==> config.mk <==
export PLATFORM = sky130hd
export DESIGN_NAME = shift_row_mix_stage_flat
export DESIGN_NICKNAME = d
export VERILOG_FILES = /design/src/rtl/shift_row_mix_stage_if.sv /design/src/rtl/shift_row_mix_stage.sv /design/src/flat_wrapper.sv
export SDC_FILE = /design/constraint.sdc
export NUM_CORES = 1
export LEC_CHECK = 0
export CAP_MARGIN = 20
export CORE_UTILIZATION = 35
export CTS_CLUSTER_SIZE = 30
export DETAILED_ROUTE_END_ITERATION = 10
export MAX_ROUTING_LAYER = met4
export SYNTH_ARGS = -nofsm -noshare
export SYNTH_HDL_FRONTEND = slang
export SYNTH_SLANG_ARGS = --single-unit
==> constraint.sdc <==
create_clock -name clk -period 12.42 [get_ports clk]
set_input_delay 1.863 -clock clk [delete_from_list [all_inputs] [get_ports clk]]
set_output_delay 1.863 -clock clk [all_outputs]
set_load 0.05 [all_outputs]
==> src/rtl/shift_row_mix_stage_if.sv <==
// Purpose: beat-level bus for the encrypt round tail (input beat + key, output round result).
// Latency: n/a (signal bundle only).
// Backpressure: in_valid/in_ready upstream, out_valid/out_ready downstream.
//
// Signals:
//   in_valid/in_ready   input handshake
//   in_state[127:0]     column-major state, [127:120]=a00 .. [7:0]=a33
//   in_key[127:0]       round key, same byte layout
//   in_last             final round flag (skip MixColumns)
//   out_valid/out_ready output handshake
//   out_state[127:0]    round result
//   out_last            in_last carried with the beat
// Modports: master = beat producer / result consumer, slave = the stage itself.
interface shift_row_mix_stage_if;
    logic         in_valid;
    logic         in_ready;
    logic [127:0] in_state;
    logic [127:0] in_key;
    logic         in_last;
    logic         out_valid;
    logic         out_ready;
    logic [127:0] out_state;
    logic         out_last;

    modport master (
        output in_valid,
        output in_state,
        output in_key,
        output in_last,
        output out_ready,
        input  in_ready,
        input  out_valid,
        input  out_state,
        input  out_last
    );

    modport slave (
        input  in_valid,
        input  in_state,
        input  in_key,
        input  in_last,
        input  out_ready,
        output in_ready,
        output out_valid,
        output out_state,
        output out_last
    );
endinterface

==> src/rtl/shift_row_mix_stage.sv <==
// Purpose: AES forward round tail, ShiftRows -> MixColumns (skipped on in_last) -> AddRoundKey.
// Latency: 1 cycle from input transfer to out_* when the main register is free or draining.
// Backpressure: SKID=1 main+skid buffer with registered in_ready; SKID=0 single register,
//               in_ready = !out_valid | out_ready.
//
// Ports:
//   clk, rst            clock (rising edge), asynchronous active-high reset
//   bus (slave)         in_valid/in_ready/in_state/in_key/in_last,
//                       out_valid/out_ready/out_state/out_last
//   blk_cnt[15:0]       output transfer counter, only when SHIFT_ROW_MIX_CNT_EN is defined
// Optional feature macro: SHIFT_ROW_MIX_CNT_EN (undefined: counter and port absent).
module shift_row_mix_stage #(
    parameter bit SKID = 1'b1
) (
    input  logic                 clk,
    input  logic                 rst,
    shift_row_mix_stage_if.slave bus
`ifdef SHIFT_ROW_MIX_CNT_EN
    ,
    output logic [15:0]          blk_cnt
`endif
);

    // Buffer occupancy: EMPTY = nothing held, ONE = main register valid,
    // FULL = main and skid both valid (SKID=1 only).
    localparam logic [1:0] ST_EMPTY = 2'd0;
    localparam logic [1:0] ST_ONE   = 2'd1;
    localparam logic [1:0] ST_FULL  = 2'd2;

    typedef struct packed {
        logic         last;
        logic [127:0] state;
    } beat_t;

    // GF(2^8) doubling with the AES reduction polynomial.
    function automatic logic [7:0] xtime(input logic [7:0] x);
        return {x[6:0], 1'b0} ^ (x[7] ? 8'h1b : 8'h00);
    endfunction

    function automatic logic [7:0] mul3(input logic [7:0] x);
        return xtime(x) ^ x;
    endfunction

    // ------------------------------------------------------------------
    // Round datapath (combinational, ahead of the register)
    // ------------------------------------------------------------------
    // Byte arrays are indexed 4*col+row, matching the column-major bus layout.
    logic [7:0]   st_b [16];
    logic [7:0]   sh_b [16];
    logic [7:0]   mx_b [16];
    logic [127:0] res_state;
    beat_t        new_beat;

    always_comb begin
        for (int i = 0; i < 16; i++) begin
            st_b[i] = bus.in_state[127-8*i -: 8];
        end

        // Row r rotates left by r: output column c, row r takes input column (c+r) mod 4.
        for (int c = 0; c < 4; c++) begin
            for (int r = 0; r < 4; r++) begin
                sh_b[4*c+r] = st_b[4*((c+r)%4)+r];
            end
        end

        for (int c = 0; c < 4; c++) begin
            mx_b[4*c+0] = xtime(sh_b[4*c+0]) ^ mul3(sh_b[4*c+1]) ^ sh_b[4*c+2] ^ sh_b[4*c+3];
            mx_b[4*c+1] = sh_b[4*c+0] ^ xtime(sh_b[4*c+1]) ^ mul3(sh_b[4*c+2]) ^ sh_b[4*c+3];
            mx_b[4*c+2] = sh_b[4*c+0] ^ sh_b[4*c+1] ^ xtime(sh_b[4*c+2]) ^ mul3(sh_b[4*c+3]);
            mx_b[4*c+3] = mul3(sh_b[4*c+0]) ^ sh_b[4*c+1] ^ sh_b[4*c+2] ^ xtime(sh_b[4*c+3]);
        end

        res_state = '0;
        for (int i = 0; i < 16; i++) begin
            res_state[127-8*i -: 8] = (bus.in_last ? sh_b[i] : mx_b[i]) ^ bus.in_key[127-8*i -: 8];
        end

        new_beat.last  = bus.in_last;
        new_beat.state = res_state;
    end

    // ------------------------------------------------------------------
    // Handshake / buffer control
    // ------------------------------------------------------------------
    logic [1:0] occ_q, occ_d;
    beat_t      m_q, m_d;
    beat_t      s_q, s_d;
    logic       in_rdy_q, in_rdy_d;
    logic       in_xfer;
    logic       out_xfer;

    assign bus.out_valid = (occ_q != ST_EMPTY);
    assign bus.out_state = m_q.state;
    assign bus.out_last  = m_q.last;
    assign bus.in_ready  = SKID ? in_rdy_q : ((occ_q == ST_EMPTY) | bus.out_ready);

    assign in_xfer  = bus.in_valid & bus.in_ready;
    assign out_xfer = (occ_q != ST_EMPTY) & bus.out_ready;

    always_comb begin
        occ_d = occ_q;
        m_d   = m_q;
        s_d   = s_q;

        if (SKID) begin
            case (occ_q)
                ST_EMPTY: begin
                    if (in_xfer) begin
                        m_d   = new_beat;
                        occ_d = ST_ONE;
                    end
                end
                ST_ONE: begin
                    if (in_xfer && out_xfer) begin
                        m_d = new_beat;
                    end else if (in_xfer) begin
                        // Downstream stalled: park the new beat behind the main register.
                        s_d   = new_beat;
                        occ_d = ST_FULL;
                    end else if (out_xfer) begin
                        occ_d = ST_EMPTY;
                    end
                end
                ST_FULL: begin
                    // in_ready is low here, so only the drain side can move.
                    if (out_xfer) begin
                        m_d   = s_q;
                        occ_d = ST_ONE;
                    end
                end
                default: begin
                    occ_d = ST_EMPTY;
                end
            endcase
        end else begin
            if (in_xfer) begin
                m_d   = new_beat;
                occ_d = ST_ONE;
            end else if (out_xfer) begin
                occ_d = ST_EMPTY;
            end
        end

        // Registered ready: next-cycle acceptance is decided from next-cycle occupancy.
        in_rdy_d = (occ_d != ST_FULL);
    end

    always_ff @(posedge clk or posedge rst) begin
        if (rst) begin
            occ_q    <= ST_EMPTY;
            m_q      <= '0;
            s_q      <= '0;
            in_rdy_q <= 1'b1;
        end else begin
            occ_q    <= occ_d;
            m_q      <= m_d;
            s_q      <= s_d;
            in_rdy_q <= in_rdy_d;
        end
    end

`ifdef SHIFT_ROW_MIX_CNT_EN
    // Output transfer counter, wraps naturally at 16 bits.
    logic [15:0] blk_cnt_q, blk_cnt_d;

    always_comb begin
        blk_cnt_d = blk_cnt_q;
        if (out_xfer) begin
            blk_cnt_d = blk_cnt_q + 16'd1;
        end
    end

    always_ff @(posedge clk or posedge rst) begin
        if (rst) begin
            blk_cnt_q <= 16'd0;
        end else begin
            blk_cnt_q <= blk_cnt_d;
        end
    end

    assign blk_cnt = blk_cnt_q;
`endif

endmodule

==> src/flat_wrapper.sv <==
// flat-port wrapper written by rule: the top's interface ports become plain ports
module shift_row_mix_stage_flat 
#(
    parameter bit SKID = 1'b1
)
  (clk, rst, bus_in_valid, bus_in_state, bus_in_key, bus_in_last, bus_out_ready, bus_in_ready, bus_out_valid, bus_out_state, bus_out_last);
  shift_row_mix_stage_if bus_i ();
  input  logic clk;
  input  logic rst;
  input wire logic [$bits(bus_i.in_valid)-1:0] bus_in_valid;
  input wire logic [$bits(bus_i.in_state)-1:0] bus_in_state;
  input wire logic [$bits(bus_i.in_key)-1:0] bus_in_key;
  input wire logic [$bits(bus_i.in_last)-1:0] bus_in_last;
  input wire logic [$bits(bus_i.out_ready)-1:0] bus_out_ready;
  output wire logic [$bits(bus_i.in_ready)-1:0] bus_in_ready;
  output wire logic [$bits(bus_i.out_valid)-1:0] bus_out_valid;
  output wire logic [$bits(bus_i.out_state)-1:0] bus_out_state;
  output wire logic [$bits(bus_i.out_last)-1:0] bus_out_last;
  assign bus_i.in_valid = bus_in_valid;
  assign bus_i.in_state = bus_in_state;
  assign bus_i.in_key = bus_in_key;
  assign bus_i.in_last = bus_in_last;
  assign bus_i.out_ready = bus_out_ready;
  assign bus_in_ready = bus_i.in_ready;
  assign bus_out_valid = bus_i.out_valid;
  assign bus_out_state = bus_i.out_state;
  assign bus_out_last = bus_i.out_last;
  shift_row_mix_stage #(.SKID(SKID)) u_core (.clk(clk), .rst(rst), .bus(bus_i));
endmodule
* Yosys cells after proc, flatten, opt, wreduce, memory -nomap -nowiden *
Index checks and enable logic that the tools add are counted.

storage, ports and cells
  input port bits = 261
  memories = 0
  bits in latches = 0
  RAM bits = 0
  bits in read-only memories = 0
  register bits after elaboration = 261

cells by class
  add/subtract/negate cells = 0
  order comparisons = 0
  multiply operators = 0
  eq/ne operators = 6
  reductions and logical operators = 6
  div/mod/pow operators = 0
  shift-type cells = 0
  bitwise gates (word level) = 99
  multiplexer cells = 42

operators by type and width
  kind                  number
  $xor A8 B8 Y8         95
  $mux W129             3
  $pmux W129 S3         1
  $mux W8               16
  $mux W5               16
  $mux W2               5
  $xor A8 B5 Y8         1
  $ne A2 B1 Y1 const B  3
  $pmux W2 S3           1
  $reduce_and A4 Y1     1
  $reduce_and A3 Y1     1
  $reduce_bool A3 Y1    1
  $and A1 B1 Y1         2
  $eq A2 B1 Y1 const B  1
  $eq A2 B2 Y1 const B  1
  $logic_not A2 Y1      1
  $ne A2 B2 Y1 const B  1
  $reduce_bool A2 Y1    1
  $logic_and A1 B1 Y1   1
  $not A1 Y1            1

* Longest topological paths before layout *
  depth after elaboration = 10
  mapped depth = 9
  mapped depth without buffers = 5

* Worst setup path before layout *
No wires, ideal clock.

  kind = in2reg
  start point = input bus_in_state[55]
  end point = register u_core.m_q (netlist bit u_core.bus.out_state[83])
  data arrival time = 3513 ps
  setup time = 82 ps
  path slack = 8825 ps
  required time = 12338 ps
  stages = 6
  cells stage by stage = buf_2 -> xnor3_1 -> xnor3_1 -> and3_1 -> or3_1 -> a31oi_1

on the way
  cells in the longest elaborated chain, start to end = 9

ends and longest elaborated chain
  what                          RTL line                                                RTL
  start: declaration            flat_wrapper.sv:11                                      input wire logic [$bits(bus_i.in_state)-1:0] bus_in_state;
  $mux W5 *                     shift_row_mix_stage.sv:37                               return {x[6:0], 1'b0} ^ (x[7] ? 8'h1b : 8'h00);
  $xor A8 B8 Y8 *               shift_row_mix_stage.sv:37
  $xor A8 B8 Y8 * (3 in a row)  shift_row_mix_stage.sv:68                               mx_b[4*c+1] = sh_b[4*c+0] ^ xtime(sh_b[4*c+1]) ^ mul3(sh_b[4*c+2]) ^ sh_b[4*c+3];
  $mux W8 *                     shift_row_mix_stage.sv:75                               res_state[127-8*i -: 8] = (bus.in_last ? sh_b[i] : mx_b[i]) ^ bus.in_key[127-8*i -: 8];
  $xor A8 B8 Y8 *               shift_row_mix_stage.sv:75
  $mux W129 (on tied branches)  shift_row_mix_stage.sv:114, shift_row_mix_stage.sv:108
  $pmux W129 S3 *               shift_row_mix_stage.sv:106                              case (occ_q)
  end signal: assignment        shift_row_mix_stage.sv:156                              m_q <= m_d;
  end: declaration              shift_row_mix_stage.sv:86                               beat_t m_q, m_d;

Every way passes the cells marked *; elsewhere a longest branch is shown, timed or not. The select of a mux whose other input is x is not followed.
A chain may end at the register's enable or synchronous reset.

* Final worst setup path *
  start point = input bus_in_last
  end point = register u_core.m_q (netlist bit u_core.bus.out_state[26])

on the way
  cells in the longest elaborated chain, start to end = 4

ends and longest elaborated chain
  what                          RTL line                                                RTL
  start: declaration            flat_wrapper.sv:13                                      input wire logic [$bits(bus_i.in_last)-1:0] bus_in_last;
  $mux W8 *                     shift_row_mix_stage.sv:75
  $xor A8 B8 Y8 *               shift_row_mix_stage.sv:75
  $mux W129 (on tied branches)  shift_row_mix_stage.sv:114, shift_row_mix_stage.sv:108
  $pmux W129 S3 *               shift_row_mix_stage.sv:106

Marks and branches as above.

==> flow_metrics.env <==
export IMPL_worstSkewPairLatency_ns=0.54
export IMPL_drtPass1Iterations=6
export IMPL_io_pins=392
export IMPL_final_hold_viol_count=0
export IMPL_postCtsSetupRepairBufs=0
export IMPL_root_buffer="clkbuf_16"
export IMPL_hpwlAfterDp_um=50500
export IMPL_vias=19500
export IMPL_synthDominantCellAreaShare_pct=29.2
export IMPL_rsz0062_at_grt="false"
export IMPL_row_count=92
export IMPL_clock_sinks=261
export IMPL_fp_dieH_um=254
export IMPL_htree_levels=2
export IMPL_p_sw_share_pct=44.4
export IMPL_place_gp_congestion=0.853
export IMPL_grt_max_degree=187
export IMPL_synthTopCellsByArea="dfrtp_1, xnor3_1, xor2_1, or3_1, mux2i_1"
export IMPL_syn_instance_count=2472
export IMPL_power_leakage_nw=12.8
export IMPL_path_max_fanout=186
export IMPL_finClkSkew_ns=0.00978
export IMPL_fmax_mhz=175
export IMPL_grt_use_total_pct=23.0
export IMPL_comb_power_share_pct=51.4
export IMPL_relSlewSlack_pct=24.2
export IMPL_maxSlewViolCount=0
export IMPL_finalPower_mw=5.22
export IMPL_grt_pass1_wl_um=112000
export IMPL_syn_to_final_growth_pct=23.7
export IMPL_worst_slew_pin_transition_ns=1.14
export IMPL_fp_coreArea_um2=63000
export IMPL_internal_power_mw=2.90
export IMPL_power_frac_seq_pct=28.7
export IMPL_worstPathRequired_ns=12.88
export IMPL_grt_met3_usage_pct=4.01
export IMPL_final_core_util_pct=43.8
export IMPL_cts_resized=0
export IMPL_powerDensity_nw_per_um2=189
export IMPL_die_w_um=254
export IMPL_start_util_pct=35.4
export IMPL_critPathArrivalTime_ns=6.18
export IMPL_finalCriticalPeriod_ns=5.72
export IMPL_dr_first_iter_drc_count=1414
export IMPL_yosysWarnings=0
export IMPL_worst_setup_path_end_kind="register"
export IMPL_crit_type="in2reg"
export IMPL_grt_util_met1_pct=29.8
export IMPL_final_layout_size_suffix_gt1_share_pct=3.37
export IMPL_synth_top_area_cell="dfrtp_1"
export IMPL_crit_buf_inv=4
export IMPL_syn_nets=2733
export IMPL_clockPowerShare_pct=19.9
export IMPL_cts_buffers=35
export IMPL_cpLargestDelayFamily="buffers and inverters"
export IMPL_synthesis_area_um2=22300
export IMPL_port_buffer_count=391
export IMPL_ir_worst_vdd_mv=0.108
export IMPL_worstSetupStartpointType="input pin"
export IMPL_avgRoutedWirePerCell_um=20.8
export IMPL_nets=2936
export IMPL_drt_wl_total_um=73800
export IMPL_hold_buffers=0
export IMPL_via_per_inst=5.50
export IMPL_dpl_cell_count=3484
export IMPL_dieArea_um2=64700
export IMPL_top_usage_layer="met2"
export IMPL_avgSynthCellArea_um2=9.02
export IMPL_cts_tree="yes"
export IMPL_cp_slowest_stage_delay_ns=0.91
export IMPL_tns_ns=0
export IMPL_hp_class="reg2reg"
export IMPL_cts_clk_slew_worst_paths_ns=0.06
export IMPL_slowest_stage="buf_4"
export IMPL_grt_pass1_vias=19100
export IMPL_maxCapViolations=0
export IMPL_clock_path_buffers=3
export IMPL_drtAntennaViolNets=0
export IMPL_use_met2_pct=37.3
export IMPL_ys_seq_area_share_pct=29.3
export IMPL_ys_ff_latch=261
export IMPL_route_detailed_drc=0
export IMPL_finalCritPeriodShare_pct=46.0
export IMPL_outcome="finished, final reports clean"
export IMPL_stdcell_count=3552
export IMPL_p_switching_mw=2.32
export IMPL_overflow=0
export IMPL_antenna_found_initial=7
export IMPL_cp_cell_sequence="clkbuf_8 > inv_8 > buf_4 > buf_4 > or3_1 > nand3_1 > or3_1 > a31oi_1"
export IMPL_finalSetupViolCount=0
export IMPL_synth_cell_types=43
## synthesized netlist by cell type, drive strengths merged
library cell,n
o22ai,1
xor3,44
nand2,261
mux2i,124
nand2b,1
nand4b,1
and3,122
buf,81
xnor3,118
a21o,1
nor3,125
dfrtp,260
or2,1
xnor2,98
o31ai,1
o21ai,129
clkbuf,159
a211o,1
a31oi,124
o211ai,3
xor2,175
and2,1
nand3,244
a22oi,2
nand3b,1
o311ai,4
or3,241
inv,3
nor2,132
dfstp,1
mux2,1
o21a,2
nor2b,3
a222oi,2
a21oi,5
## layout make-up
cell class | count | area [um2]
Antenna cell | 8 | 20.0
Clock buffer | 55 | 1060
Clock inverter | 5 | 75.1
Fill cell | 6072 | 35400
Inverter | 3 | 26.3
Multi-Input combinational cell | 1968 | 14800
Sequential cell | 261 | 6530
Tap cell | 846 | 1060
Timing Repair Buffer | 406 | 4030
## layout by cell type, fill, tap and decap left out, types with 10 or more instances in the layout
| cell type | synthesis | layout |
|---|---|---|
| clkdlybuf4s50_1 | 0 | 390 |
| nand2_1 | 261 | 260 |
| dfrtp_1 | 260 | 260 |
| nand3_1 | 244 | 244 |
| or3_1 | 241 | 241 |
| xor2_1 | 175 | 175 |
| nor2_1 | 132 | 132 |
| o21ai_0 | 129 | 129 |
| nor3_1 | 125 | 125 |
| a31oi_1 | 124 | 124 |
| mux2i_1 | 124 | 124 |
| and3_1 | 122 | 122 |
| xnor3_1 | 118 | 118 |
| xnor2_1 | 83 | 83 |
| xor3_1 | 42 | 42 |
| clkbuf_16 | 0 | 37 |
| buf_4 | 2 | 15 |
| clkbuf_1 | 153 | 11 |
| xnor2_2 | 10 | 10 |
## worst register-to-register path: cells and delay by family (launching register included)
family	cells	cell delay, ns
buffers and inverters	2	1.62
AOI/OAI and AO/OA	3	0.53
and+or+nand+nor	1	0.79
DFF	1	0.55
## flip-flops by register name, summed over array words and instances (netlist names)
register and flops:
u_core.bus.in_ready 1, u_core.bus.out_last 1, u_core.s_q 129, u_core.occ_q 2, u_core.bus.out_state 128
## final timing paths
check / slack, ns / depth (start not counted) / end / start
worst max-delay path: 6.70 / 8 / u_core.bus.out_state[26]$_DFFE_PP0P_ / bus_in_last
worst min-delay path: 0.48 / 2 / u_core.s_q[57]$_DFFE_PP0P_ / u_core.s_q[57]$_DFFE_PP0P_
worst max register to register: 8.86 / 6 / u_core.bus.out_state[35]$_DFFE_PP0P_ / u_core.occ_q[1]$_DFF_PP0_
worst min register to register: 0.48 / 2 / u_core.s_q[57]$_DFFE_PP0P_ / u_core.s_q[57]$_DFFE_PP0P_
max in group asynchronous: 8.63 / 4 / u_core.s_q[104]$_DFFE_PP0P_ / rst
min in group asynchronous: 1.88 / 2 / u_core.bus.out_state[39]$_DFFE_PP0P_ / rst
## through the flow
stage	cell area, um2	hold WS [ns]	setup slack [ns]
4_1_cts	27600	0.482	6.90
3_3_place_gp	26400	0.460	6.52
6_report	27600	0.478	6.70
2_1_floorplan	22300	0.449	3.38
3_5_place_dp	26400	0.470	6.27
5_1_grt	27600	0.500	6.50
## routing by layer
layer	up-vias	share of wire, %
li1	9131	-
met1	9738	43
met2	594	49
met3	80	6.5
met4	0	1.6
met5	-	0
## power groups by stage
stage	Sequential, mW	Clock (mW)	Combinational (mW)
after floorplan	2.13	0	1.16
after global placement	1.50	0	2.63
after detailed placement	1.51	0	2.69
after CTS	1.50	1.07	2.70
after global routing	1.55	1.10	2.89
final	1.50	1.04	2.68
## cell families after synthesis
group / synth area share (%)
buf+inv: 4.57
mux: 5.62
flops: 29.3
simple gates: 25.3
xor+xnor: 28.1
compound gates: 7.10
Note: power is estimated with default switching activity, not from simulation.
